==> src/rtl/udsp_host_loader.sv <==
`default_nettype none
// ============================================================================
// Module   : udsp_host_loader
// Brief    : Host byte-stream loader for the uDSP core. Parses write/start
//            packets, writes 36-bit words into instruction or data memory,
//            holds the core halted while loading and issues the start pulse.
// Revision : 1.0 - initial release
// ============================================================================
module udsp_host_loader #(
  parameter int IAW = 9,
  parameter int DAW = 10,
  parameter int WW  = 36
) (
  input  logic           clk,
  input  logic           reset,
  input  logic [7:0]     in_data,
  input  logic           in_valid,
  output logic           in_ready,
  output logic [IAW-1:0] imem_addr,
  output logic [WW-1:0]  imem_data,
  output logic           imem_we,
  output logic [DAW-1:0] dmem_addr,
  output logic [WW-1:0]  dmem_data,
  output logic           dmem_we,
  output logic           dsp_hold,
  output logic           dsp_start,
  output logic           busy,
  output logic           err
);

  // Working address is wide enough for either memory; each port takes its low bits.
  localparam int AMW = (IAW > DAW) ? IAW : DAW;

  localparam logic [7:0] C_CMD_IMEM  = 8'hA5;
  localparam logic [7:0] C_CMD_DMEM  = 8'h5A;
  localparam logic [7:0] C_CMD_START = 8'hC3;

  typedef enum logic [2:0] {
    S_IDLE    = 3'd0,
    S_ADDR_HI = 3'd1,
    S_ADDR_LO = 3'd2,
    S_COUNT   = 3'd3,
    S_DATA    = 3'd4,
    S_WRITE   = 3'd5,
    S_START   = 3'd6
  } state_t;

  state_t           r_state;
  state_t           w_state_next;
  logic             w_ready;
  logic             w_accept;
  logic             r_is_dmem;
  logic [AMW-1:0]   r_addr;
  logic [7:0]       r_cnt;
  logic [2:0]       r_idx;
  logic [27:0]      r_word;
  logic [IAW-1:0]   r_imem_addr;
  logic [DAW-1:0]   r_dmem_addr;
  logic [WW-1:0]    r_imem_data;
  logic [WW-1:0]    r_dmem_data;
  logic             r_hold;
  logic             r_err;

  // Bytes are only refused during the single-cycle WRITE and START states.
  assign w_ready  = (r_state != S_WRITE) && (r_state != S_START);
  assign w_accept = in_valid && w_ready;

  assign in_ready  = w_ready;
  assign imem_addr = r_imem_addr;
  assign imem_data = r_imem_data;
  assign dmem_addr = r_dmem_addr;
  assign dmem_data = r_dmem_data;
  assign dsp_hold  = r_hold;
  assign err       = r_err;

  // State register; reset abandons any packet in flight.
  always_ff @(posedge clk) begin
    if (!reset) r_state <= S_IDLE;
    else        r_state <= w_state_next;
  end

  // Next-state decode and state-derived strobes.
  always_comb begin
    w_state_next = r_state;
    busy         = 1'b1;
    dsp_start    = 1'b0;
    imem_we      = 1'b0;
    dmem_we      = 1'b0;
    case (r_state)
      S_IDLE: begin
        busy = 1'b0;
        if (w_accept) begin
          if (in_data == C_CMD_IMEM || in_data == C_CMD_DMEM) w_state_next = S_ADDR_HI;
          else if (in_data == C_CMD_START)                     w_state_next = S_START;
        end
      end
      S_ADDR_HI: if (w_accept) w_state_next = S_ADDR_LO;
      S_ADDR_LO: if (w_accept) w_state_next = S_COUNT;
      S_COUNT:   if (w_accept) w_state_next = S_DATA;
      S_DATA:    if (w_accept && r_idx == 3'd4) w_state_next = S_WRITE;
      S_WRITE: begin
        imem_we      = !r_is_dmem;
        dmem_we      = r_is_dmem;
        w_state_next = (r_cnt == 8'd0) ? S_IDLE : S_DATA;
      end
      S_START: begin
        dsp_start    = 1'b1;
        w_state_next = S_IDLE;
      end
      default: w_state_next = S_IDLE;
    endcase
  end

  // Packet datapath: header capture, word assembly, memory-port registers, hold/err flags.
  always_ff @(posedge clk) begin
    if (!reset) begin
      r_is_dmem   <= 1'b0;
      r_addr      <= '0;
      r_cnt       <= '0;
      r_idx       <= '0;
      r_word      <= '0;
      r_imem_addr <= '0;
      r_imem_data <= '0;
      r_dmem_addr <= '0;
      r_dmem_data <= '0;
      r_hold      <= 1'b0;
      r_err       <= 1'b0;
    end else begin
      case (r_state)
        S_IDLE: if (w_accept) begin
          if (in_data == C_CMD_IMEM || in_data == C_CMD_DMEM) begin
            r_is_dmem <= (in_data == C_CMD_DMEM);
            r_hold    <= 1'b1;
          end else if (in_data != C_CMD_START) begin
            r_err <= 1'b1;
          end
        end
        S_ADDR_HI: if (w_accept) r_addr <= AMW'({in_data, 8'h00});
        S_ADDR_LO: if (w_accept) r_addr <= r_addr | AMW'(in_data);
        S_COUNT: if (w_accept) begin
          r_cnt <= in_data;
          r_idx <= 3'd0;
        end
        S_DATA: if (w_accept) begin
          if (r_idx == 3'd0) begin
            // Only the low nibble of the first byte carries word bits [35:32].
            r_word <= {24'd0, in_data[3:0]};
            r_idx  <= 3'd1;
          end else if (r_idx != 3'd4) begin
            r_word <= {r_word[19:0], in_data};
            r_idx  <= r_idx + 3'd1;
          end else begin
            r_idx <= 3'd0;
            if (r_is_dmem) begin
              r_dmem_addr <= r_addr[DAW-1:0];
              r_dmem_data <= {r_word, in_data};
            end else begin
              r_imem_addr <= r_addr[IAW-1:0];
              r_imem_data <= {r_word, in_data};
            end
            r_addr <= r_addr + AMW'(1);
          end
        end
        S_WRITE: if (r_cnt != 8'd0) r_cnt <= r_cnt - 8'd1;
        S_START: r_hold <= 1'b0;
        default: ;
      endcase
    end
  end

endmodule
`default_nettype wire

==> config.mk <==
export PLATFORM = sky130hd
export DESIGN_NAME = udsp_host_loader
export DESIGN_NICKNAME = d
export VERILOG_FILES = /design/src/rtl/udsp_host_loader.sv
export SDC_FILE = /design/constraint.sdc
export NUM_CORES = 1
export LEC_CHECK = 0
export ABC_AREA = 1
export BUFFER_PORTS_ARGS = -buffer_cell sky130_fd_sc_hd__clkbuf_2
export CAP_MARGIN = 30
export CORE_MARGIN = 8
export CORE_UTILIZATION = 40
export CTS_CLUSTER_DIAMETER = 100
export DETAILED_ROUTE_END_ITERATION = 16
export PLACE_DENSITY_LB_ADDON = 0.12
export SKIP_LAST_GASP = 1
export SYNTH_ARGS = -nofsm -noshare
export SYNTH_HDL_FRONTEND = slang
export SYNTH_SLANG_ARGS = --single-unit
==> constraint.sdc <==
create_clock -name clk -period 5.9 [get_ports clk]
set_clock_uncertainty 0.2 [all_clocks]
set_input_delay 0.59 -clock clk [delete_from_list [all_inputs] [get_ports clk]]
set_output_delay 0.59 -clock clk [all_outputs]
set_load 0.005 [all_outputs]
# After elaboration in Yosys (flattened, before gate mapping)
# Cells that the tools add are included.
# totals
register_bits	146
latchBits	0
ramBits	0
romBits	0
in_bits	11
memories	0
# classes
addsub	3
multipliers	0
div	0
order_cmp	0
n_eq_ne	25
shift	0
n_mux	32
n_bitwise	5
reduce_logical	24
# ops
op	count
28-bit 2-to-1 mux	2
10-bit 2-to-1 mux	5
3-bit 2-to-1 mux	12
10-bit one-hot mux with 3 select lines	1
2-bit != test (second input constant)	10
3-bit one-hot mux with 6 select lines	1
8-bit equality test (second input constant)	2
8-bit 2-to-1 mux	2
8-bit one-hot mux with 2 select lines	1
3-bit AND reduction	5
3-bit equality test (second input constant)	4
3-bit != test (second input constant)	4
6-bit AND reduction	2
10-bit by 1-bit adder with 10-bit output (second input constant)	1
10-bit by 8-bit bitwise OR with 10-bit output	1
5-bit AND reduction	2
8-bit by 7-bit equality test with 1-bit output (second input constant)	1
8-bit logical NOT	1
8-bit != test (second input constant)	1
2-bit nonzero test	4
8-bit nonzero test	1
8-bit by 1-bit subtractor with 8-bit output (second input constant)	1
3-bit by 2-bit equality test with 1-bit output (second input constant)	2
3-bit logical NOT	2
11 further kinds	21

# Longest topological paths before layout
# logic_depth
depth_word	6
ltp_mapped	11

# Worst setup path before layout
# No wires, ideal clock.
# synth_timing
path_kind	reg2reg
from	register r_idx[0]
to	register r_word[7]
setup_time_ps	132
t_arrival_ps	1567
required_ps	5568
setup_slack_ps	4000
path_stages_with_launch	12
path_buffers	1
period_less_slack_ps	1900
path_cell_list	dfxtp_1 > inv_1 > ha_1 > nand2_1 > inv_1 > nor2_2 > inv_1 > nor2_4 > inv_2 > buf_2 > nand2_1 > a21oi_1
# synth_via
elab_chain_cells	3
elab_cells_between_ends	5
cone_classes	1 x eq/ne; 1 x mux; 3 x reduce/logical
# synth_rtl
element	line	rtl
start: declaration	55	logic [2:0] r_idx;
start signal: assignment	151	r_idx <= r_idx + 3'd1;
3-bit != test / 3-bit logical NOT (equally long branches)	149, 145	
2-bit nonzero test (no line)	n/a	
3-bit AND reduction (no line)	n/a	
end signal: assignment	147	r_word <= {24'd0, in_data[3:0]};
end signal: assignment	150	r_word <= {r_word[19:0], in_data};
end: declaration	56	logic [27:0] r_word;
# Several ways; a longest one is shown, not always the timed one.
# A chain may end at the register's enable or synchronous reset.

# Final worst setup path
# layout_timing
from	register r_state[0]
to	register r_imem_addr[6], in the netlist imem_addr[6]
# layout_via
elab_chain_cells	4
elab_cells_between_ends	6
cone_classes	3 x eq/ne; 3 x reduce/logical
# layout_rtl
element	line	rtl
start: declaration	48	state_t r_state;
start signal: assignment	79	else r_state <= w_state_next;
3-bit != test	65	assign w_ready = (r_state != S_WRITE) && (r_state != S_START);
1-bit logical AND	65	
1-bit logical AND	66	assign w_accept = in_valid && w_ready;
5-bit AND reduction (no line) *	n/a	
end signal: assignment	158	r_imem_addr <= r_addr[IAW-1:0];
end: declaration	57	logic [IAW-1:0] r_imem_addr;
# Every way passes the cells marked *; elsewhere a longest branch is shown, timed or not.

==> summary.md <==
| Metric | Value |
|---|---|
| CP Launch Type | flip-flop |
| Max-Slew Margin vs Limit | roughly 36% |
| Total vias in the final route | between 5000 and 6000 |
| Final worst path period share | 43.46% |
| Final Max Tran Viols | 0 |
| Post-Syn Area | 6080 um^2 |
| Num Clock Sinks | 146 |
| Cts bufs inserted | 17 |
| First DRT Iteration DRCs | 246 |
| Yosys warns | 0 |
| Leakage | about 3.1 nW |
| Row count | 45 |
| Ports | about 110 |
| Syn Area/Cell | 7.387 um^2 |
| Antenna violations before repair | 0 |
| First-pass GRT wire length | 25.72 mm |
| Nets | 929 |
| Post-Synthesis Cells | 823 |
| Placed inst area | 6709 um^2 |
| Final design utilization | 48.81% |
| Clock Latency Late Sink | 0.42 ns |
| Number of inserted diodes | 0 |
| Routability cong. | 0.8106 |
| Arr. time, crit path | 2.71 ns |
| HPWL after DPL | 10.66 mm |
| Crit Path Class | flip-flop to flip-flop |
| Worst-Margin Slew | slightly below 1 ns |
| # DRC | 0 |
| Syn nets | 839 |
| Fin. Hold Viols | 0 |
| Die X | 139.3 um |
| Max-cap violations | 0 |
| Total track usage | 16.17% |
| Synthesis-to-finish area growth | 20.68% |
| Register area share after synthesis | between 40% and 50% |
| Adder-Cell Fraction of Synth Area | 1.029% |
| First-pass iteration count of the detailed router | 5 |
| CTS max path bufs | 2 |
| Starting Density | 40.44% |
| Endpoint type of the worst setup path | flip-flop |
| Synth Area in Compound Gates | 22.84% |
| Largest net degree at the start of global routing | 114 |
| CTS root buffer | clkbuf_16 |
| VDD IR max | 0.1987 mV |
| H-Tree Depth | 4 |
| RSZ-0062 raised after global routing | no |
| CTS resizes | 0 |
| Gr ovfl total | 0 |
| Min Tclk post-route | 2.564 ns |
| Post-route cell area | between 7000 and 8000 um^2 |
| WL/cell | 13.98 um |
| Die H | 139.3 um |
| Antenna viol nets, final | 0 |
| Vias in the first global route | a little under 5000 |
| PortBufs | 108 |
| CTS tree | done |
| Hold-fix buffers, CTS | 0 |
| Netlist cell types | 31 |
| Pwr Density | 342.9 nW/um^2 |
| Post-Synth XOR/XNOR Area | 0.2881% |
| Core area | approximately 15000 um^2 |
| Outcome | finished clean |
| DIE AREA | 19400 um^2 |
| Simple-gate share of the synthesized area | roughly 15% |
| Post-synthesis mux area share | 0% |
| Vias/cell | 4.780 |
| Peak fanout along the critical path | 90 |
| Largest family of logic cells by synthesized area | compound AO/OA/AOI/OAI gates |
| Critical Path RT | 6.05 ns |
| Filler instances | between 1500 and 2000 |
| Clock-pin slew on the worst setup and hold paths | roughly 0.060 ns |
| Number of synthesized register bits | roughly 150 |
| Layout cells sized above 1 | 17.17% |
| Max Freq | 390.0 MHz |
| Final setup fails | 0 |
| Detailed Route WL | between 15 and 20 mm |
| Setup TNS | 0 ns |
| Hold WC Path Type | flip-flop to flip-flop |
| Post-CTS Setup Inserts | 0 |
## cells by family (layout without fill, tap and decap cells)
family,Yosys count,after routing
compound gates,274,274
xor+xnor,2,2
fa+ha+maj,5,5
buf+inv,183,286
flops,146,146
simple gates,213,213
## layout by cell type, fill, tap and decap left out, drive strengths merged, types with 3 or more instances in the layout
master / instances
bufinv: 4
dfxtp: 146
nand4: 3
clkbuf: 128
buf: 5
nand3: 27
o21ai: 129
clkinv: 6
a21oi: 138
ha: 5
nand2: 117
inv: 142
nor3: 5
nor2: 57
## registers in the layout, indices dropped and copies added (netlist names)
register,count
dmem_addr,10
dmem_data,36
dsp_hold,1
err,1
imem_addr,9
imem_data,36
r_addr,10
r_cnt,8
r_idx,3
r_is_dmem,1
r_state,3
r_word,28
## cell type report
class                   count  area [um^2]  area share (%)
repair buffers            112        610.6           8.322
clock inverters            11        157.7           2.149
well taps                 188        235.2           3.206
inverters                 142        533.0           7.265
multi-input cells         494         2407           32.81
clock buffers              21        470.5           6.412
flip-flops and latches    146         2923           39.84
## per-layer routing
layer	global-route usage, %	vias to the layer above	share of wire, %
met1	20.50	2373	48
met3	4.343	13	4.5
met5	0	-	0
met2	25.94	90	47
li1	-	2849	-
met4	5.719	0	1.1
## critical path, cell delays in order (launching register included)
cell and delay (ns):
dfxtp_1 0.47, nor2_1 0.08, nand2_1 0.37, inv_2 0.22, nand3_2 0.12, buf_4 0.59
o21ai_0 0.20, a21oi_1 0.17
## where the power goes
part	switching [mW]	internal [mW]	leakage, nW
logic	0.189	0.0957	1.59
registers	0.0633	1.03	1.18
clock network	0.405	0.736	0.312
## Yosys cell counts (all sizes together)
library cell  count  area, um^2
nor2             57       226.5
a21oi           138       690.7
o21ai           129       645.6
o211ai            2       15.01
or2               1       6.260
nand4             3       18.77
xor2              2       17.52
nand3            27       162.7
o21bai            1       7.510
a211oi            2       15.01
nor3b             1       7.510
and3              1       6.260
buf              16       135.1
clkbuf           25       93.84
and3b             1       8.760
ha                5       62.56
dfxtp           146        2923
nor3              5       47.54
nand2           117       441.7
o21a              2       15.01
inv             142       533.0
## path summary, 6_finish.rpt
path | end | cells after the start | from | slack, ns
setup / recovery | imem_addr[6] | 7 | r_state[0] | 3.34
hold / removal | dmem_addr[3] | 2 | dmem_addr[3] | 0.24
setup reg to reg | imem_addr[6] | 7 | r_state[0] | 3.34
hold reg to reg | dmem_addr[3] | 2 | dmem_addr[3] | 0.24
## per-stage QoR
stage / power [mW] / hold slack (ns) / setup slack (ns) / instances
6_report: 2.516 / 0.2435 / 3.336 / 1114
5_1_grt: 2.629 / 0.2603 / 3.081 / 1114
4_1_cts: 2.542 / 0.2452 / 3.347 / 1114
3_5_place_dp: 1.396 / 0.2365 / 3.361 / 1082
3_3_place_gp: 1.395 / 0.2345 / 3.143 / 1080
2_1_floorplan: 1.305 / 0.2402 / 4.000 / 823
Power figures use the tool's default switching activity.
